$ cat config.mk
export PLATFORM = sky130hd
export DESIGN_NAME = imm_gen_pipe_flat
export DESIGN_NICKNAME = d
export VERILOG_FILES = /design/src/rtl/imm_gen_pipe_pkg.sv /design/src/rtl/imm_gen_pipe_if.sv /design/src/rtl/imm_gen_pipe_lane_dec.sv /design/src/rtl/imm_gen_pipe.sv /design/src/flat_wrapper.sv
export SDC_FILE = /design/constraint.sdc
export NUM_CORES = 1
export LEC_CHECK = 0
export BUFFER_PORTS_ARGS = -buffer_cell sky130_fd_sc_hd__buf_2
export CORE_MARGIN = 8
export CORE_UTILIZATION = 55
export CTS_BUF_LIST = sky130_fd_sc_hd__clkbuf_4
export DETAILED_ROUTE_END_ITERATION = 6
export GPL_TIMING_DRIVEN = 0
export PLACE_DENSITY = 0.9
export SLEW_MARGIN = 30
export SYNTH_ARGS = -nofsm -noshare
export SYNTH_HDL_FRONTEND = slang
export SYNTH_SLANG_ARGS = --single-unit
export TNS_END_PERCENT = 50
$ cat constraint.sdc
create_clock -name clk -period 2.2 [get_ports clk]
set_clock_uncertainty 0.2 [all_clocks]
set_input_delay 0.33 -clock clk [delete_from_list [all_inputs] [get_ports clk]]
set_output_delay 0.33 -clock clk [all_outputs]
set_load 0.1 [all_outputs]
$ cat src/rtl/imm_gen_pipe_pkg.sv
// imm_gen_pipe_pkg: immediate-select encoding and funct3 constants shared with the control unit
package imm_gen_pipe_pkg;
  localparam int SEL_W = 3;
  typedef enum logic [SEL_W-1:0] {
    IMM_I, IMM_S, IMM_B, IMM_U, IMM_J, IMM_R, IMM_L, IMM_RSVD
  } imm_sel_e;
  localparam logic [2:0] FUNCT3_SLL = 3'b001;
  localparam logic [2:0] FUNCT3_SRX = 3'b101;
endpackage

$ cat src/rtl/imm_gen_pipe_if.sv
// imm_gen_pipe_if: valid/ready beat bus between decode and the immediate pipeline
interface imm_gen_pipe_if #(
  parameter int XLEN = 32,
  parameter int LANES = 1,
  parameter int TAG_W = 8
);
  logic flush;
  logic in_valid;
  logic in_ready;
  logic [LANES*32-1:0] in_instr;
  logic [LANES*3-1:0] in_imm_sel;
  logic [TAG_W-1:0] in_tag;
  logic out_valid;
  logic out_ready;
  logic [LANES*XLEN-1:0] out_imm;
  logic [LANES-1:0] out_sel_err;
  logic [TAG_W-1:0] out_tag;
  modport master (
    output flush, in_valid, in_instr, in_imm_sel, in_tag, out_ready,
    input in_ready, out_valid, out_imm, out_sel_err, out_tag
  );
  modport slave (
    input flush, in_valid, in_instr, in_imm_sel, in_tag, out_ready,
    output in_ready, out_valid, out_imm, out_sel_err, out_tag
  );
endinterface

$ cat src/rtl/imm_gen_pipe_lane_dec.sv
// imm_gen_pipe_lane_dec: combinational RISC-V immediate extraction for one instruction word
module imm_gen_pipe_lane_dec
  import imm_gen_pipe_pkg::*;
#(
  parameter int XLEN = 32
) (
  input  logic [31:0] instr,
  input  logic [SEL_W-1:0] sel,
  output logic [XLEN-1:0] imm,
  output logic err
);
  localparam int SHW = $clog2(XLEN);
  logic shift;
  logic unused_opcode;
  assign unused_opcode = ^instr[6:0];
  always_comb begin
    shift = instr[14:12] == FUNCT3_SLL || instr[14:12] == FUNCT3_SRX;
    err = imm_sel_e'(sel) == IMM_RSVD;
    // signed casts widen by sign extension, so XLEN=64 replicates bit 31 for free
    case (imm_sel_e'(sel))
      IMM_I: imm = shift ? XLEN'(instr[20 +: SHW]) : XLEN'($signed(instr[31:20]));
      IMM_S: imm = XLEN'($signed({instr[31:25], instr[11:7]}));
      IMM_B: imm = XLEN'($signed({instr[31], instr[7], instr[30:25], instr[11:8], 1'b0}));
      IMM_U: imm = XLEN'($signed({instr[31:12], 12'b0}));
      IMM_J: imm = XLEN'($signed({instr[31], instr[19:12], instr[20], instr[30:21], 1'b0}));
      IMM_L: imm = XLEN'($signed(instr[31:20]));
      default: imm = '0;
    endcase
  end
endmodule

$ cat src/rtl/imm_gen_pipe.sv
// imm_gen_pipe: registered multi-lane immediate generator with a one-entry skid buffer
module imm_gen_pipe
  import imm_gen_pipe_pkg::*;
#(
  parameter int XLEN = 32,
  parameter int LANES = 1,
  parameter int TAG_W = 8
) (
  input logic clk,
  input logic rst,
  imm_gen_pipe_if.slave bus
);
  logic [LANES*XLEN-1:0] dec_imm, skid_imm;
  logic [LANES-1:0] dec_err, skid_err;
  logic [TAG_W-1:0] skid_tag;
  logic skid_valid, acc, drain, skid_n;
  for (genvar i = 0; i < LANES; i++) begin : g_lane
    imm_gen_pipe_lane_dec #(.XLEN(XLEN)) u_dec (
      .instr(bus.in_instr[32*i +: 32]),
      .sel(bus.in_imm_sel[SEL_W*i +: SEL_W]),
      .imm(dec_imm[XLEN*i +: XLEN]),
      .err(dec_err[i])
    );
  end
  always_comb begin
    acc = bus.in_valid & bus.in_ready;
    drain = !bus.out_valid | bus.out_ready;
    skid_n = !bus.flush & !drain & (skid_valid | acc);
  end
  always_ff @(posedge clk) begin
    if (rst) begin
      bus.in_ready <= 1'b0;
      bus.out_valid <= 1'b0;
      bus.out_imm <= '0;
      bus.out_sel_err <= '0;
      bus.out_tag <= '0;
      skid_valid <= 1'b0;
      skid_imm <= '0;
      skid_err <= '0;
      skid_tag <= '0;
    end else begin
      bus.in_ready <= !skid_n;
      skid_valid <= skid_n;
      bus.out_valid <= !bus.flush & (drain ? skid_valid | acc : 1'b1);
      // skid is only ever full while in_ready is low, so it never races a new accept
      if (!bus.flush & drain & (skid_valid | acc)) begin
        bus.out_imm <= skid_valid ? skid_imm : dec_imm;
        bus.out_sel_err <= skid_valid ? skid_err : dec_err;
        bus.out_tag <= skid_valid ? skid_tag : bus.in_tag;
      end
      if (!drain & acc) begin
        skid_imm <= dec_imm;
        skid_err <= dec_err;
        skid_tag <= bus.in_tag;
      end
    end
  end
endmodule

$ cat src/flat_wrapper.sv
// flat-port wrapper written by rule: the top's interface ports become plain ports
module imm_gen_pipe_flat import imm_gen_pipe_pkg::*;
#(
  parameter int XLEN = 32,
  parameter int LANES = 1,
  parameter int TAG_W = 8
)
  (clk, rst, bus_flush, bus_in_valid, bus_in_instr, bus_in_imm_sel, bus_in_tag, bus_out_ready, bus_in_ready, bus_out_valid, bus_out_imm, bus_out_sel_err, bus_out_tag);
  imm_gen_pipe_if #(.XLEN(XLEN), .LANES(LANES), .TAG_W(TAG_W)) bus_i ();
  input logic clk;
  input logic rst;
  input wire logic [$bits(bus_i.flush)-1:0] bus_flush;
  input wire logic [$bits(bus_i.in_valid)-1:0] bus_in_valid;
  input wire logic [$bits(bus_i.in_instr)-1:0] bus_in_instr;
  input wire logic [$bits(bus_i.in_imm_sel)-1:0] bus_in_imm_sel;
  input wire logic [$bits(bus_i.in_tag)-1:0] bus_in_tag;
  input wire logic [$bits(bus_i.out_ready)-1:0] bus_out_ready;
  output wire logic [$bits(bus_i.in_ready)-1:0] bus_in_ready;
  output wire logic [$bits(bus_i.out_valid)-1:0] bus_out_valid;
  output wire logic [$bits(bus_i.out_imm)-1:0] bus_out_imm;
  output wire logic [$bits(bus_i.out_sel_err)-1:0] bus_out_sel_err;
  output wire logic [$bits(bus_i.out_tag)-1:0] bus_out_tag;
  assign bus_i.flush = bus_flush;
  assign bus_i.in_valid = bus_in_valid;
  assign bus_i.in_instr = bus_in_instr;
  assign bus_i.in_imm_sel = bus_in_imm_sel;
  assign bus_i.in_tag = bus_in_tag;
  assign bus_i.out_ready = bus_out_ready;
  assign bus_in_ready = bus_i.in_ready;
  assign bus_out_valid = bus_i.out_valid;
  assign bus_out_imm = bus_i.out_imm;
  assign bus_out_sel_err = bus_i.out_sel_err;
  assign bus_out_tag = bus_i.out_tag;
  imm_gen_pipe #(.XLEN(XLEN), .LANES(LANES), .TAG_W(TAG_W)) u_core (.clk(clk), .rst(rst), .bus(bus_i));
endmodule
Word level (Yosys, flattened, before mapping):

Index checks and enable logic that the tools add are counted.

* equality and inequality tests: 8
* multiplexer cells: 6
* bitwise logic cells: 9
* reduce and logical (&&, ||, !) cells: 6

Operator list (number)
* 32-bit one-hot mux with 6 select lines: 1
* 32-bit two-way mux: 2
* 3-bit == test (second input constant): 4
* 8-bit two-way mux: 1
* 1-bit AND: 7
* 3-bit by 1-bit == test with 1-bit output (second input constant): 2
* 3-bit by 2-bit == test with 1-bit output (second input constant): 2
* 1-bit logical NOT: 4
* 3-bit logical NOT: 1
* 1-bit two-way mux: 2
* 1-bit OR: 2
* 1-bit logical OR: 1

* bits in registers: 85
* input bits: 48
* output and inout port bits: 43
* word-level logic and storage cells: 38

Logic depth before layout (Yosys ltp):

* word-level depth: 6
* depth in mapped cells: 7
* depth with buffers taken out: 4

Cells and area by module:

Synthesis repeated with hierarchy kept, for this count alone.

* cells, all modules: 442
* area, all modules: 4192.8 um^2

By module, submodules not included
* imm_gen_pipe: times used 1, cells each 383, area each 3721.1 um^2, sequential area each 1701.6 um^2
* imm_gen_pipe_lane_dec: times used 1, cells each 59, area each 471.7 um^2, sequential area each 0.0 um^2

Worst setup path before layout:

Ideal clock, no wire load.

* kind: register to register
* start: reg u_core.bus.in_ready
* end: reg u_core.bus.out_imm[10]
* setup time: 0.091 ns
* data arrival time: 2.088 ns
* required time: 1.909 ns
* slack: -0.179 ns
* stages on the path, launching flop included: 6
* buffers on the path: 1
* clock period less this slack: 2.379 ns
* path through: dfxtp_1 a21oi_1 nor3_2 clkbuf_1 nor2_1 a311oi_1

* word-level cells in the longest chain between the ends: 3

Ends and longest elaborated chain
* start, declared: line imm_gen_pipe_if.sv:24 `output in_ready, out_valid, out_imm, out_sel_err, out_tag`
* start signal, assigned: line imm_gen_pipe.sv:42 `bus.in_ready <= !skid_n;`
* 1-bit AND: line imm_gen_pipe.sv:26 `acc = bus.in_valid & bus.in_ready;`
* 1-bit OR: line imm_gen_pipe.sv:46 `if (!bus.flush & drain & (skid_valid | acc)) begin`
* 1-bit AND: line imm_gen_pipe.sv:46
* end signal, assigned: line imm_gen_pipe.sv:47 `bus.out_imm <= skid_valid ? skid_imm : dec_imm;`
* end, declared: line imm_gen_pipe_if.sv:24

Every way passes these cells.
A chain may end at the register's enable or synchronous reset.

Worst setup path in the final report:

* start: in bus_flush
* end: reg u_core.bus.out_imm[16]

* word-level cells in the longest chain between the ends: 3

Ends and longest elaborated chain
* start, declared: line flat_wrapper.sv:12 `input wire logic [$bits(bus_i.flush)-1:0] bus_flush;`
* 1-bit logical NOT: line imm_gen_pipe.sv:46
* 1-bit AND (2 in a row): line imm_gen_pipe.sv:46

Every way passes these cells.

==> flow_summary.yaml <==
grt:
  grt_use_total_pct: 24.0
  overflow: 0
  grt_max_degree: 14
  antenna_found_initial: 0
  grt_pass1_vias: 3949
  grt_pass1_wl_mm: 18.9
die:
  core_sq_mm: 0.00676
  die_x_microns: 99.1
  io_pins: 91
  die_area_sq_mm: 0.00982
  num_rows: 30
  die_h_microns: 99.1
  initial_core_util_pct: 56.2
synth:
  syn_inst: 429
  ys.flop_type: "dfxtp_1"
  netlist.top_cell.by_area: "dfxtp_1"
  synth_edf_count: 0
  avgSynthCellArea_sq_um: 8.86
  yosysMostFrequentCell: "dfxtp_1"
  synth_top_cells_by_area: "dfxtp_1 45%, a211oi_1 9.5%, nand4b_1 5.8%, nand2_1 4.1%, nor2_1 4.1%"
  syn_area_sq_mm: 0.00380
  ys_async_sr_fraction_pct: 0
  ys_seq_elements: 85
  synthTopCellsByCount: "85 x dfxtp_1, 48 x a211oi_1, 42 x nand2_1"
  ys_warn_count: 0
  synth_cell_types: 42
  ys_seq_area_share_pct: 44.8
  synth.net_count: 477
  synth_top_area_share_pct: 44.8
hold_path:
  hold_path_startpoint: "bus_in_instr[18]"
  min_path_cells: 3
  holdPathEnd: "u_core.bus.out_imm[18]$_SDFFE_PP0P_"
  hold_path_class: "input port to flop"
layout:
  num-nets-final: 589
  n_antenna_cell: 0
  area_delta_synth_final_pct: 23.0
  instances_no_fill: 625
  utilization_pct: 69.2
  layout-drive-gt1-share_pct: 21.8
placement:
  pre_cts_slack_ns: -0.0221
  port_buffers: 80
  dp_cells: 589
  gp_congestion: 0.920
  dp_hpwl_mm: 8.06
detailed_routing:
  top_layer: "met4"
  wirelength_mm: 11.6
  wl_per_cell_microns: 18.6
  drtAntennaViolNets: 0
  met2_length_mm: 5.40
  drt_iter0_markers: 239
  wl_met1_mm: 4.71
  vias: 3923
  met3_length_mm: 1.03
  via_per_inst: 6.28
  drc: 0
  drtPass1Iterations: 5
job:
  cap_violations: 0
run_status:
  status: "completed"
timing:
  fin_crit_ns: 2.09
  finalCritPeriodShare_pct: 95.0
  hold_ws_ns: 0.0288
  rsz0062_at_grt: "no"
  finalHoldViolations: 0
  worst_slack_ns: 0.111
  setup-violations-final: 0
  slew_headroom_pct: 55.1
  final.setup.tns_ns: 0
  drv_slew: 0
  max_freq_ghz: 0.479
  worst_slew_pin_slew_ns: 0.674
power_and_ir_drop:
  power.density_mw_per_mm2: 685
  ir_drop_mv: 0.401
  p_leak_nw: 1.73
cts:
  clk_latency_ns: 0.44
  htree_num_levels: 3
  cts_made_buffers: 9
  cts.clk_slew.worst_paths_ns: 0.13
  cts_tree: "built"
  clk_path_buf_depth: 2
  post_cts_buffers: 0
  cts-root-buf: "clkbuf_4"
  cts_sinks: 85
worst_setup_path:
  r2r-start: "u_core.skid_valid$_SDFF_PP0_"
  start_kind: "input port"
  cp_cell_sequence: "dlygate4sd3_1, buf_2, clkinv_1, nand3_2, or3_1, buf_2, o221ai_1"
  path_common_cell: "buf_2"
  cpPeakStageDelay_ns: 0.53
  critical_path_class: "input port to flop"
  cp.required_ns: 2.36
  endpoint_kind: "flop"
  slowest_stage: "dlygate4sd3_1"
  critPathMaxFanout: 10
  r2r_cells: 6
  arrival_ns: 2.25
  r2r_slack_ns: 0.12
  worst_r2r_endpoint: "u_core.bus.out_imm[15]$_SDFFE_PP0P_"
final cells by class:
class                      instances  area [sq um]
clock buffer                      11          82.6
tap                               80           100
sequential                        85          1700
fill                             518          2080
timing repair buffer             101           611
multi-input combinational        299          1910
inverter                           2          7.51
clock inverter                     4          73.8
buffer                            43           188
through the flow:
| step | cell area (sq um) | power [mW] |
|---|---|---|
| after floorplan | 3800 | 2.05 |
| after global placement | 4300 | 2.17 |
| after detailed placement | 4300 | 2.18 |
| after CTS | 4670 | 3.19 |
| after global routing | 4670 | 3.30 |
| final | 4670 | 3.20 |
how the worst max path moves through the flow:
stage / end / start
global route: u_core.bus.out_imm[11]$_SDFFE_PP0P_ / u_core.skid_valid$_SDFF_PP0_
detailed placement: u_core.skid_imm[2]$_SDFFE_PP0P_ / bus_out_ready
floorplan: u_core.bus.out_imm[10]$_SDFFE_PP0P_ / u_core.bus.in_ready$_SDFF_PP0_
CTS: u_core.bus.out_imm[16]$_SDFFE_PP0P_ / bus_flush
finish: u_core.bus.out_imm[16]$_SDFFE_PP0P_ / bus_flush
global placement: u_core.skid_imm[3]$_SDFFE_PP0P_ / bus_out_ready
sequential cells by signal (all words and copies together) (netlist names):
| register | count |
|---|---|
| u_core.bus.in_ready | 1 |
| u_core.bus.out_imm | 32 |
| u_core.bus.out_sel_err | 1 |
| u_core.bus.out_tag | 8 |
| u_core.bus.out_valid | 1 |
| u_core.skid_err | 1 |
| u_core.skid_imm | 32 |
| u_core.skid_tag | 8 |
| u_core.skid_valid | 1 |
power by group:
group,internal [mW],leakage [nW],switching (mW)
sequential,1.58,0.689,0.0199
clock,0.481,0.0869,0.532
combinational,0.155,0.949,0.438
worst max-delay path: cells and delay by family:
kind	cells	cell delay, ns
buffers and inverters	4	1.06
AND/OR/NAND/NOR	2	0.65
AO/OA/AOI/OAI	1	0.21
placed cells by master, fill, tap and decap left out, drive strengths merged, types with 3 or more instances in the layout:
master,n
nand3b,3
nor2,41
dlygate4sd3,21
nand2,42
a22oi,4
clkinv,3
nand2b,14
nand3,9
nand4b,25
mux2i,14
o21ai,12
a21oi,31
a21boi,4
o22a,4
a211oi,48
buf,95
o221ai,12
dfxtp,85
o2bb2ai,4
a311oi,3
nor2b,6
nand4,5
clkbuf,39
metal layers:
metal	track usage, %	vias to the layer above
li1	-	1810
met1	28.6	1849
met2	37.2	218
met3	6.84	46
met4	15.1	0
met5	0	-
repair_timing:
item,4_1_cts,5_1_grt
hold buffers,21,0
gates resized for setup,0,5
hold endpoints to repair,41,0
endpoints found under the setup margin,0,7
cells by family (layout without fill, tap and decap cells):
| group | count (synthesis) | after routing | share of synthesized area [%] |
|---|---|---|---|
| buffers and inverters | 45 | 161 | 5.07 |
| AO/OA/AOI/OAI | 129 | 129 | 23.8 |
| AND/OR/NAND/NOR | 155 | 155 | 22.3 |
| flip-flops | 85 | 85 | 44.8 |
| multiplexers | 15 | 15 | 3.98 |
No activity file was read; power rests on OpenSTA's default activity.
